[config.mk]
export PLATFORM = sky130hd
export DESIGN_NAME = control_fsm
export DESIGN_NICKNAME = d
export VERILOG_FILES = /design/src/rtl/cpu_pkg.sv /design/src/rtl/instr_decode.sv /design/src/rtl/control_fsm.sv
export SDC_FILE = /design/constraint.sdc
export NUM_CORES = 1
export LEC_CHECK = 0
export ABC_AREA = 1
export ABC_CLOCK_PERIOD_IN_PS = 6100
export CELL_PAD_IN_SITES_DETAIL_PLACEMENT = 1
export CELL_PAD_IN_SITES_GLOBAL_PLACEMENT = 1
export CORE_MARGIN = 5
export CORE_UTILIZATION = 34
export DETAILED_ROUTE_END_ITERATION = 12
export PLACE_DENSITY = 0.95
export SLEW_MARGIN = 10
export SYNTH_ARGS = -nofsm -noshare
export SYNTH_HDL_FRONTEND = slang
export SYNTH_SLANG_ARGS = --single-unit
[constraint.sdc]
create_clock -name clk -period 6.1 [get_ports clk]
set_clock_uncertainty 0.15 [all_clocks]
set_input_delay 0.61 -clock clk [delete_from_list [all_inputs] [get_ports clk]]
set_output_delay 0.61 -clock clk [all_outputs]
set_load 0.02 [all_outputs]
[src/rtl/cpu_pkg.sv]
// rtl/cpu_pkg.sv - opcode constants (shared with the ALU encoding) and control FSM state type
package cpu_pkg;

    localparam logic [2:0] OP_XOR   = 3'b000;
    localparam logic [2:0] OP_BEQ   = 3'b001;
    localparam logic [2:0] OP_ADDI  = 3'b010;
    localparam logic [2:0] OP_ANDI  = 3'b011;
    localparam logic [2:0] OP_RLS   = 3'b100;
    localparam logic [2:0] OP_LOAD  = 3'b101;
    localparam logic [2:0] OP_STORE = 3'b110;
    localparam logic [2:0] OP_HALT  = 3'b111;
    localparam logic [2:0] ALU_NONE = 3'b111;

    typedef enum logic [2:0] {
        S_IDLE,
        S_FETCH,
        S_DECODE,
        S_EXEC,
        S_MEM,
        S_WB,
        S_HALT
    } state_t;

    function automatic logic uses_imm(input logic [2:0] op);
        return (op == OP_ADDI) || (op == OP_ANDI) || (op == OP_RLS);
    endfunction

endpackage

[src/rtl/instr_decode.sv]
// rtl/instr_decode.sv - combinational decode of a 9-bit instruction word
module instr_decode (
    input  logic [8:0] instr,
    output logic [2:0] alu_op,
    output logic       imm_sel,
    output logic       is_beq,
    output logic       is_load,
    output logic       is_store,
    output logic       is_halt,
    output logic [2:0] rd,
    output logic [2:0] rt
);
    import cpu_pkg::*;

    logic [2:0] op;

    assign op       = instr[8:6];
    assign rd       = instr[5:3];
    assign rt       = instr[2:0];
    assign is_beq   = (op == OP_BEQ);
    assign is_load  = (op == OP_LOAD);
    assign is_store = (op == OP_STORE);
    assign is_halt  = (op == OP_HALT);
    assign imm_sel  = uses_imm(op);

    // Memory and halt opcodes do not drive the ALU.
    always_comb begin
        alu_op = ALU_NONE;
        if (op <= OP_RLS) begin
            alu_op = op;
        end
    end

endmodule

[src/rtl/control_fsm.sv]
// rtl/control_fsm.sv - multi-cycle CPU control FSM
// RETIRE_COUNT_EN: when defined, retired counts completed instructions; otherwise it is tied to 0.
module control_fsm #(
    parameter int PC_W  = 10,
    parameter int RET_W = 16
) (
    input  logic             clk,
    input  logic             reset,
    input  logic             start,
    input  logic [8:0]       instr,
    output logic [PC_W-1:0]  pc,
    output logic [2:0]       alu_op,
    output logic             alu_imm_sel,
    output logic [7:0]       alu_imm,
    input  logic [7:0]       alu_result,
    output logic [2:0]       reg_raddr_a,
    output logic [2:0]       reg_raddr_b,
    output logic [2:0]       reg_waddr,
    output logic             reg_we,
    output logic             mem_req,
    output logic             mem_we,
    input  logic             mem_ack,
    output logic             done,
    output logic [RET_W-1:0] retired
);
    import cpu_pkg::*;

    state_t          state, state_nx;
    logic [8:0]      ir;
    logic [PC_W-1:0] pc_nx;
    logic [PC_W-1:0] beq_off;
    logic            active;

    logic [2:0] dec_alu_op;
    logic       dec_imm_sel;
    logic       dec_beq, dec_load, dec_store, dec_halt;
    logic [2:0] dec_rd, dec_rt;

    instr_decode u_decode (
        .instr    (ir),
        .alu_op   (dec_alu_op),
        .imm_sel  (dec_imm_sel),
        .is_beq   (dec_beq),
        .is_load  (dec_load),
        .is_store (dec_store),
        .is_halt  (dec_halt),
        .rd       (dec_rd),
        .rt       (dec_rt)
    );

    always_ff @(posedge clk) begin
        if (reset) begin
            state <= S_IDLE;
            pc    <= '0;
            ir    <= '0;
        end else begin
            state <= state_nx;
            pc    <= pc_nx;
            if (state == S_FETCH) begin
                ir <= instr;
            end
        end
    end

    // Branch offset is the 3-bit rt field, sign-extended; pc wraps naturally.
    assign beq_off = {{(PC_W-3){dec_rt[2]}}, dec_rt};
    assign active  = (state == S_DECODE) || (state == S_EXEC) ||
                     (state == S_MEM)    || (state == S_WB);

    assign alu_imm     = {5'b0, dec_rt};
    assign reg_raddr_a = dec_rd;
    assign reg_raddr_b = dec_beq ? 3'd0 : dec_rt;
    assign reg_waddr   = dec_rd;

    always_comb begin
        state_nx    = state;
        pc_nx       = pc;
        alu_op      = ALU_NONE;
        alu_imm_sel = 1'b0;
        reg_we      = 1'b0;
        mem_req     = 1'b0;
        mem_we      = 1'b0;
        done        = 1'b0;

        if (active) begin
            alu_op      = dec_alu_op;
            alu_imm_sel = dec_imm_sel;
        end

        case (state)
            S_IDLE: begin
                if (start) begin
                    state_nx = S_FETCH;
                    pc_nx    = '0;
                end
            end
            S_FETCH: state_nx = S_DECODE;
            S_DECODE: state_nx = dec_halt ? S_HALT : S_EXEC;
            S_EXEC: begin
                if (dec_beq) begin
                    state_nx = S_FETCH;
                    pc_nx    = (alu_result == 8'd0) ? pc + beq_off : pc + PC_W'(1);
                end else if (dec_load || dec_store) begin
                    state_nx = S_MEM;
                end else begin
                    state_nx = S_WB;
                end
            end
            S_MEM: begin
                mem_req = 1'b1;
                mem_we  = dec_store;
                if (mem_ack) begin
                    if (dec_store) begin
                        state_nx = S_FETCH;
                        pc_nx    = pc + PC_W'(1);
                    end else begin
                        state_nx = S_WB;
                    end
                end
            end
            S_WB: begin
                reg_we   = 1'b1;
                state_nx = S_FETCH;
                pc_nx    = pc + PC_W'(1);
            end
            S_HALT: begin
                done = 1'b1;
                if (start) begin
                    state_nx = S_FETCH;
                    pc_nx    = '0;
                end
            end
            default: state_nx = S_IDLE;
        endcase
    end

`ifdef RETIRE_COUNT_EN
    logic             retire;
    logic [RET_W-1:0] ret_q;

    // An instruction completes on the cycle it leaves its last state.
    assign retire = ((state == S_DECODE) && dec_halt) ||
                    ((state == S_EXEC) && dec_beq) ||
                    ((state == S_MEM) && mem_ack && dec_store) ||
                    (state == S_WB);

    always_ff @(posedge clk) begin
        if (reset) begin
            ret_q <= '0;
        end else if (retire) begin
            ret_q <= ret_q + RET_W'(1);
        end
    end

    assign retired = ret_q;
`else
    assign retired = '0;
`endif

endmodule

==> results of run 1 <==
==> cell families after synthesis <==
kind of cell,Yosys count,share of synthesized area
flip-flops,22,0.2095
adder cells (fa/ha/maj),11,0.06905
buffers and inverters,75,0.1911
XOR/XNOR,10,0.04167
AO/OA/AOI/OAI,59,0.1738
other,1,0.001784
AND/OR/NAND/NOR,149,0.3131
==> synth_stat cells <==
cell / count
nand2_1: 66
nor2_1: 40
inv_1: 38
buf_4: 30
nand3_1: 23
dfxtp_1: 22
a21oi_1: 21
o21ai_0: 14
ha_1: 10
xor2_1: 8
o21ai_1: 6
nand2_2: 5
nor3_1: 5
o21ai_2: 5
a21oi_2: 4
inv_2: 4
nand4_1: 3
clkbuf_1: 2
nand3b_1: 2
nor2_2: 2
nor3_4: 2
xnor2_1: 2
a211oi_1: 1
a21o_1: 1
a311oi_1: 1
a31oi_1: 1
buf_6: 1
conb_1: 1
fa_1: 1
nand3_2: 1
o211ai_1: 1
o21a_1: 1
o21bai_1: 1
o22ai_4: 1
o32ai_1: 1
==> metal layers <==
metal / track usage / part of all wire / vias to the layer above
li1: - / - / 1088
met1: 0.2061 / 0.41 / 1045
met2: 0.3205 / 0.55 / 45
met3: 0.01955 / 0.035 / 5
met4: 0.02473 / 0.0056 / 0
met5: 0 / 0 / -
==> layout make-up <==
cell class	instances	area (um2)	area share
multi-input combinational	250	1335	0.5170
sequential	22	440.4	0.1705
inverter	42	157.7	0.06105
clock buffer	4	55.05	0.02132
tap	75	93.84	0.03634
timing repair buffer	50	500.5	0.1938
==> through the flow <==
step	area (um2)	worst slack [ps]	power (mW)	hold slack, ps
floorplan	2177	3942	0.8572	287.6
global placement	2527	3642	1.052	295.0
detailed placement	2527	3605	1.095	310.3
CTS	2582	3308	1.208	323.0
global route	2582	3140	1.310	354.6
finish	2582	3309	1.202	316.5
==> flip-flops by register name, summed over array words and instances (netlist names) <==
name,count
pc,10
state,3
ir,9
==> power breakdown <==
group / total (mW) / internal (mW) / switching (mW)
logic: 0.817 / 0.306 / 0.511
registers: 0.278 / 0.197 / 0.0809
clock network: 0.107 / 0.0576 / 0.0497
total: 1.20 / 0.561 / 0.642
==> worst min-delay path by stage <==
stage / startpoint / end / depth (start not counted)
after floorplan: ir[3] / ir[3] / 2
after CTS: ir[3] / ir[3] / 2
after global placement: ir[3] / ir[3] / 2
final: ir[3] / ir[3] / 2
after global routing: ir[3] / ir[3] / 2
after detailed placement: ir[3] / ir[3] / 2
==> layout by cell type, fill, tap and decap left out, types with 2 or more instances in the layout <==
cell type,count
nand2_1,66
clkdlybuf4s50_1,50
nor2_1,40
inv_1,38
nand3_1,23
dfxtp_1,22
a21oi_1,21
conb_1,21
o21ai_0,14
ha_1,10
xor2_1,8
o21ai_1,6
nand2_2,5
nor3_1,5
o21ai_2,5
inv_2,4
a21oi_2,4
clkbuf_8,4
nand4_1,3
nor2_2,2
nor3_4,2
nand3b_1,2
xnor2_1,2
==> worst max-delay path, delay by kind of cell, from the launching register on <==
kind / cells / cell delay, ps
simple gates: 6 / 670
flops: 1 / 490
buf+inv: 1 / 610
==> reports/results.tsv, run 1 <==
stage	metric	value	unit
detailed_routing	drtAntennaViolNets	0	
clock_tree	cts_tree	yes	
job	cap_violations	0	
sta	max_slew_margin	0.5529	
die	core	0.005956	mm2
synthesis	yosysWarnings	0	
worst_setup_path	critPathLaunch	state[2]	
worst_setup_path	r2r-end	pc[6]	
worst_setup_path	end_kind	primary output	
final_layout	drive_gt1_frac	0.07609	
sta	final.setup.tns	0	ps
power_and_ir_drop	p_leak	1.117	nW
global_route	grt.total_usage	0.1688	
die	die_x	88.63	um
clock_tree	clkLatencyLatePin	260	ps
sta	setup_violations	0	
final_layout	antennaDiodeCount	0	
synthesis	synth_cells	327	
clock_tree	htreeDepth	1	
die	die_area	0.007855	mm2
worst_setup_path	cp_max_fo	7	
clock_tree	cts.sink_count	22	
clock_tree	path_clk_slew	80	ps
min_path	hold_path_class	flip-flop to flip-flop	
status	status	finished, final reports clean	
synthesis	syn_avg_cell_area	6.428	um2
sta	fmax	358.4	MHz
detailed_routing	drtIter0Drc	78	
synthesis	synth.area.top_cells	dfxtp_1 21%, nand2_1 12%, buf_4 11%	
synthesis	syn_area	0.002102	mm2
worst_setup_path	ff2ff_path_depth	11	
power_and_ir_drop	p_per_area	465.5	mW/mm2
detailed_routing	wirelength	6445	um
worst_setup_path	critPathSlowestCell	clkdlybuf4s50_1	
synthesis	yosys.cell_types.count	35	
final_layout	nFillCells	808	
sta	hold_viol_final	0	
synthesis	synth-seq-area-share	0.2095	
synthesis	synth.top_cell.area_share	0.2095	
sta	worstMarginPinSlew	668.8	ps
worst_setup_path	critPathKind	flip-flop to primary output	
sta	rsz0062_at_grt	no	
sta	timing.final.crit_share	0.4575	
final_layout	syn_to_final_growth	22.86	%
global_route	grt_pass1_wl	10740	um
die	std_cell_rows	28	
clock_tree	clockBufferDepth	2	
place	hpwl	5322	um
final_layout	layout.cells.non_filler	443	
global_route	grt_overflow	0	
worst_setup_path	crit_required	5340	ps
global_route	grt_pass1_vias	2315	
clock_tree	ctsResizeCount	0	
synthesis	synth.ff_latch_count	22	
place	io_buffers	50	
worst_setup_path	cp-start-kind	flip-flop	
detailed_routing	drt_pass1_iterations	4	
detailed_routing	post_drt_wl_per_cell	14.55	um
die	die_height	88.63	um
worst_setup_path	rr_startpoint	pc[0]	
sta	slew_viol_final	0	
worst_setup_path	crit_arrival	2030	ps
detailed_routing	drc	0	
worst_setup_path	path_cells	nand3_1, nand2_2, nor2_1, nand2_1, nand2_1, nor2_1, clkdlybuf4s50_1	
worst_setup_path	endpoint	alu_imm_sel	
detailed_routing	vias	2183	
worst_setup_path	r2r_setup_slack	3680	ps
clock_tree	postCtsSetupBuffers	0	
clock_tree	cts_root_buffer	clkbuf_8	
die	ioPinCount	72	
final_layout	nets	401	
place	gp_congestion	0.7941	
sta	fin_crit	2791	ps
clock_tree	postCtsHoldBufs	0	
power_and_ir_drop	peakVddDrop	0.2610	mV
final_layout	utilization	0.4336	
place	placed_cells	439	
global_route	grt_start_max_net_pins	20	
synthesis	synth_top_area_cell	dfxtp_1	
global_route	antenna_found_initial	0	
detailed_routing	vias_per_cell	4.928	
worst_setup_path	slowest_delay	610	ps
clock_tree	cts_inserted_buffers	3	
die	initial_core_util	0.3529	
Power figures use the tool's default switching activity.
==> run 2, diff against run 1 <==
ABC_CLOCK_PERIOD_IN_PS = 2600   (was 6100)
CORE_UTILIZATION = 31   (was 34)
PLACE_DENSITY = 0.9   (was 0.95)
clock period = 2.6 ns   (was 6.1 ns; I/O delays follow)
==> run 2 against run 1 <==
  * Final area increased by 1.8%
  * Count of clock-buffer cells in the layout shrank 1
  * Core utilization decreased by 4.0 points
  * Worst hold slack got worse by 4.4 ps
  * Critical path depth did not move
  * Critical endpoint is now alu_op[2]
  * Largest power group unchanged
  * Highest routed layer unchanged
==> reports/results.tsv, run 2 (synthesis results as in run 1) <==
stage	metric	value	unit
status	status	finished, final reports clean	
final_layout	mostFrequentLayoutCells	66 x nand2_1, 49 x clkdlybuf4s50_1, 40 x nor2_1	
die	ioPinCount	72	
power_and_ir_drop	power_switching	1.481	mW
power_and_ir_drop	p_leak	1.157	nW
die	std_cell_rows	30	
min_path	hold_path_class	flip-flop to flip-flop	
worst_setup_path	crit_arrival	1940	ps
sta	hold_viol_final	0	
sta	rsz0062_at_grt	no	
die	initial_core_util	0.3146	
sta	slew_viol_final	0	
min_path	whs_endpoint	ir[3]	
power_and_ir_drop	p_int	1.394	mW
worst_setup_path	critPathLaunch	state[1]	
worst_setup_path	r2r_setup_slack	410	ps
clock_tree	cts_tree	yes	
worst_setup_path	path_buf_inv	2	
global_route	grt_pass1_wl	10130	um
final_layout	nets	404	
final_layout	syn_to_final_growth	25.12	%
sta	final.setup.tns	0	ps
detailed_routing	drc	0	
worst_setup_path	end_kind	primary output	
power_and_ir_drop	switching_share	0.5151	
power_and_ir_drop	p_clk_frac	0.113	
worst_setup_path	ff2ff_path_depth	11	
detailed_routing	vias	2166	
worst_setup_path	cp.depth	7	
detailed_routing	drtAntennaViolNets	0	
job	cap_violations	0	
worst_setup_path	critPathKind	flip-flop to primary output	
place	io_buffers	50	
sta	max_slew_margin	0.5722	
clock_tree	clockBufferDepth	2	
power_and_ir_drop	peakVddDrop	0.5218	mV
power_and_ir_drop	p_per_area	1093	mW/mm2
clock_tree	htreeDepth	1	
detailed_routing	drt_pass1_iterations	4	
clock_tree	postCtsSetupBuffers	0	
worst_setup_path	path_delay_family	buffers and inverters	
clock_tree	cts_root_buffer	clkbuf_8	
clock_tree	cts.sink_count	22	
worst_setup_path	rr_startpoint	ir[0]	
worst_setup_path	cp_max_fo	6	
sta	worstMarginPinSlew	640.0	ps
global_route	grt_pass1_vias	2197	
final_layout	largest_reg_flops	10	
final_layout	drive_gt1_frac	0.08356	
detailed_routing	drtIter0Drc	103	
clock_tree	clkLatencyLatePin	270	ps
detailed_routing	wirelength	6355	um
global_route	grt_start_max_net_pins	20	
place	gp_congestion	0.8586	
worst_setup_path	crit_required	2190	ps
worst_setup_path	slowest_delay	610	ps
worst_setup_path	path_cells	inv_1, nand3_1, nand2_2, nor2_1, nand2_1, nand2_1, clkdlybuf4s50_1	
final_layout	antennaDiodeCount	0	
die	die_height	92.35	um
die	die_x	92.35	um
global_route	antenna_found_initial	0	
worst_setup_path	crit_top_cell	nand2_1	
final_layout	top_register	pc	
sta	hold_ws	312.1	ps
power_and_ir_drop	comb_power_share	0.667	
min_path	min_from	ir[3]	
global_route	grt.total_usage	0.1442	
worst_setup_path	critPathSlowestCell	clkdlybuf4s50_1	
sta	fmax	426.3	MHz
die	core	0.006681	mm2
sta	timing.final.crit_share	0.9022	
die	die_area	0.008528	mm2
final_layout	top_regs	pc: 10 flops, ir: 9 flops, state: 3 flops	
clock_tree	path_clk_slew	90	ps
sta	fin_crit	2346	ps
detailed_routing	vias_per_cell	4.803	
sta	setup_violations	0	
worst_setup_path	r2r-end	pc[6]	
global_route	grt_overflow	0	
worst_setup_path	cp-start-kind	flip-flop	
min_path	min_path_cells	2	
place	hpwl	5157	um
power_and_ir_drop	seqPwrFrac	0.220	
detailed_routing	post_drt_wl_per_cell	14.09	um
final_layout	layout_commonest_cell	nand2_1	
clock_tree	cts_inserted_buffers	3	
[run 2: cell count changes in the layout (fill, tap and decap cells not counted), sizes merged]
| cell | previous run | this run |
|---|---|---|
| buf | 0 | 3 |
| bufinv | 0 | 1 |
| clkbuf | 4 | 3 |
| clkdlybuf4s50 | 50 | 49 |
| dlymetal6s2s | 0 | 1 |
[run 2: worst max path at each step]
stage | to
after floorplan | pc[6]
after global placement | alu_imm_sel
after detailed placement | alu_imm_sel
after CTS | alu_imm_sel
after global routing | alu_op[0]
final | alu_op[2]
[run 2: cell type report]
cell class	instances	area, um2
clock buffers	3	41.29
clock inverters	1	30.03
fillers	898	4051
inverters	42	157.7
multi-input cells	250	1335
flip-flops and latches	22	440.4
well taps	80	100.1
repair buffers	53	525.5
[run 2: worst register-to-register path, stage by stage (launching register included)]
cell and delay, ps:
dfxtp_1 360, ha_1 230, inv_1 80, fa_1 400, nand3b_1 200, nand2_1 120, nand2_1 90, o21ai_0 160
nand2_1 80, nand3_1 100, nand2_1 70, a21oi_2 110
[run 2: per-stage QoR]
step           total power [mW]  setup WS (ps)  utilization  instance area (um2)  std cells
3_3_place_gp              2.478          542.9       0.3826                 2556        447
5_1_grt                   3.110          99.70       0.3936                 2630        451
3_5_place_dp              2.553          372.9       0.3826                 2556        447
2_1_floorplan             2.011          441.5            -                 2177        347
6_report                  2.875          254.2       0.3936                 2630        451
4_1_cts                   2.892          67.18       0.3933                 2628        451
[run 2: repair_timing]
item	in CTS	in global routing
gates resized for setup	0	1
endpoints found under the setup margin	0	1
hold buffers	0	0
hold endpoints to repair	0	0
[run 2: power by group through the flow]
stage	combinational, mW	clock (mW)	sequential [mW]
detailed placement	1.91	0	0.639
global route	2.11	0.345	0.654
CTS	1.93	0.332	0.632
floorplan	1.35	0	0.657
global placement	1.85	0	0.625
finish	1.92	0.325	0.632
[run 2: layer usage]
metal	share of wire	vias to the layer above	global-route usage	wire [um]
met5	0	-	0	0
met4	0.011	0	0.03342	73
met3	0.033	7	0.02031	212
met2	0.53	42	0.2792	3370
met1	0.42	1016	0.1648	2698
li1	-	1101	-	-
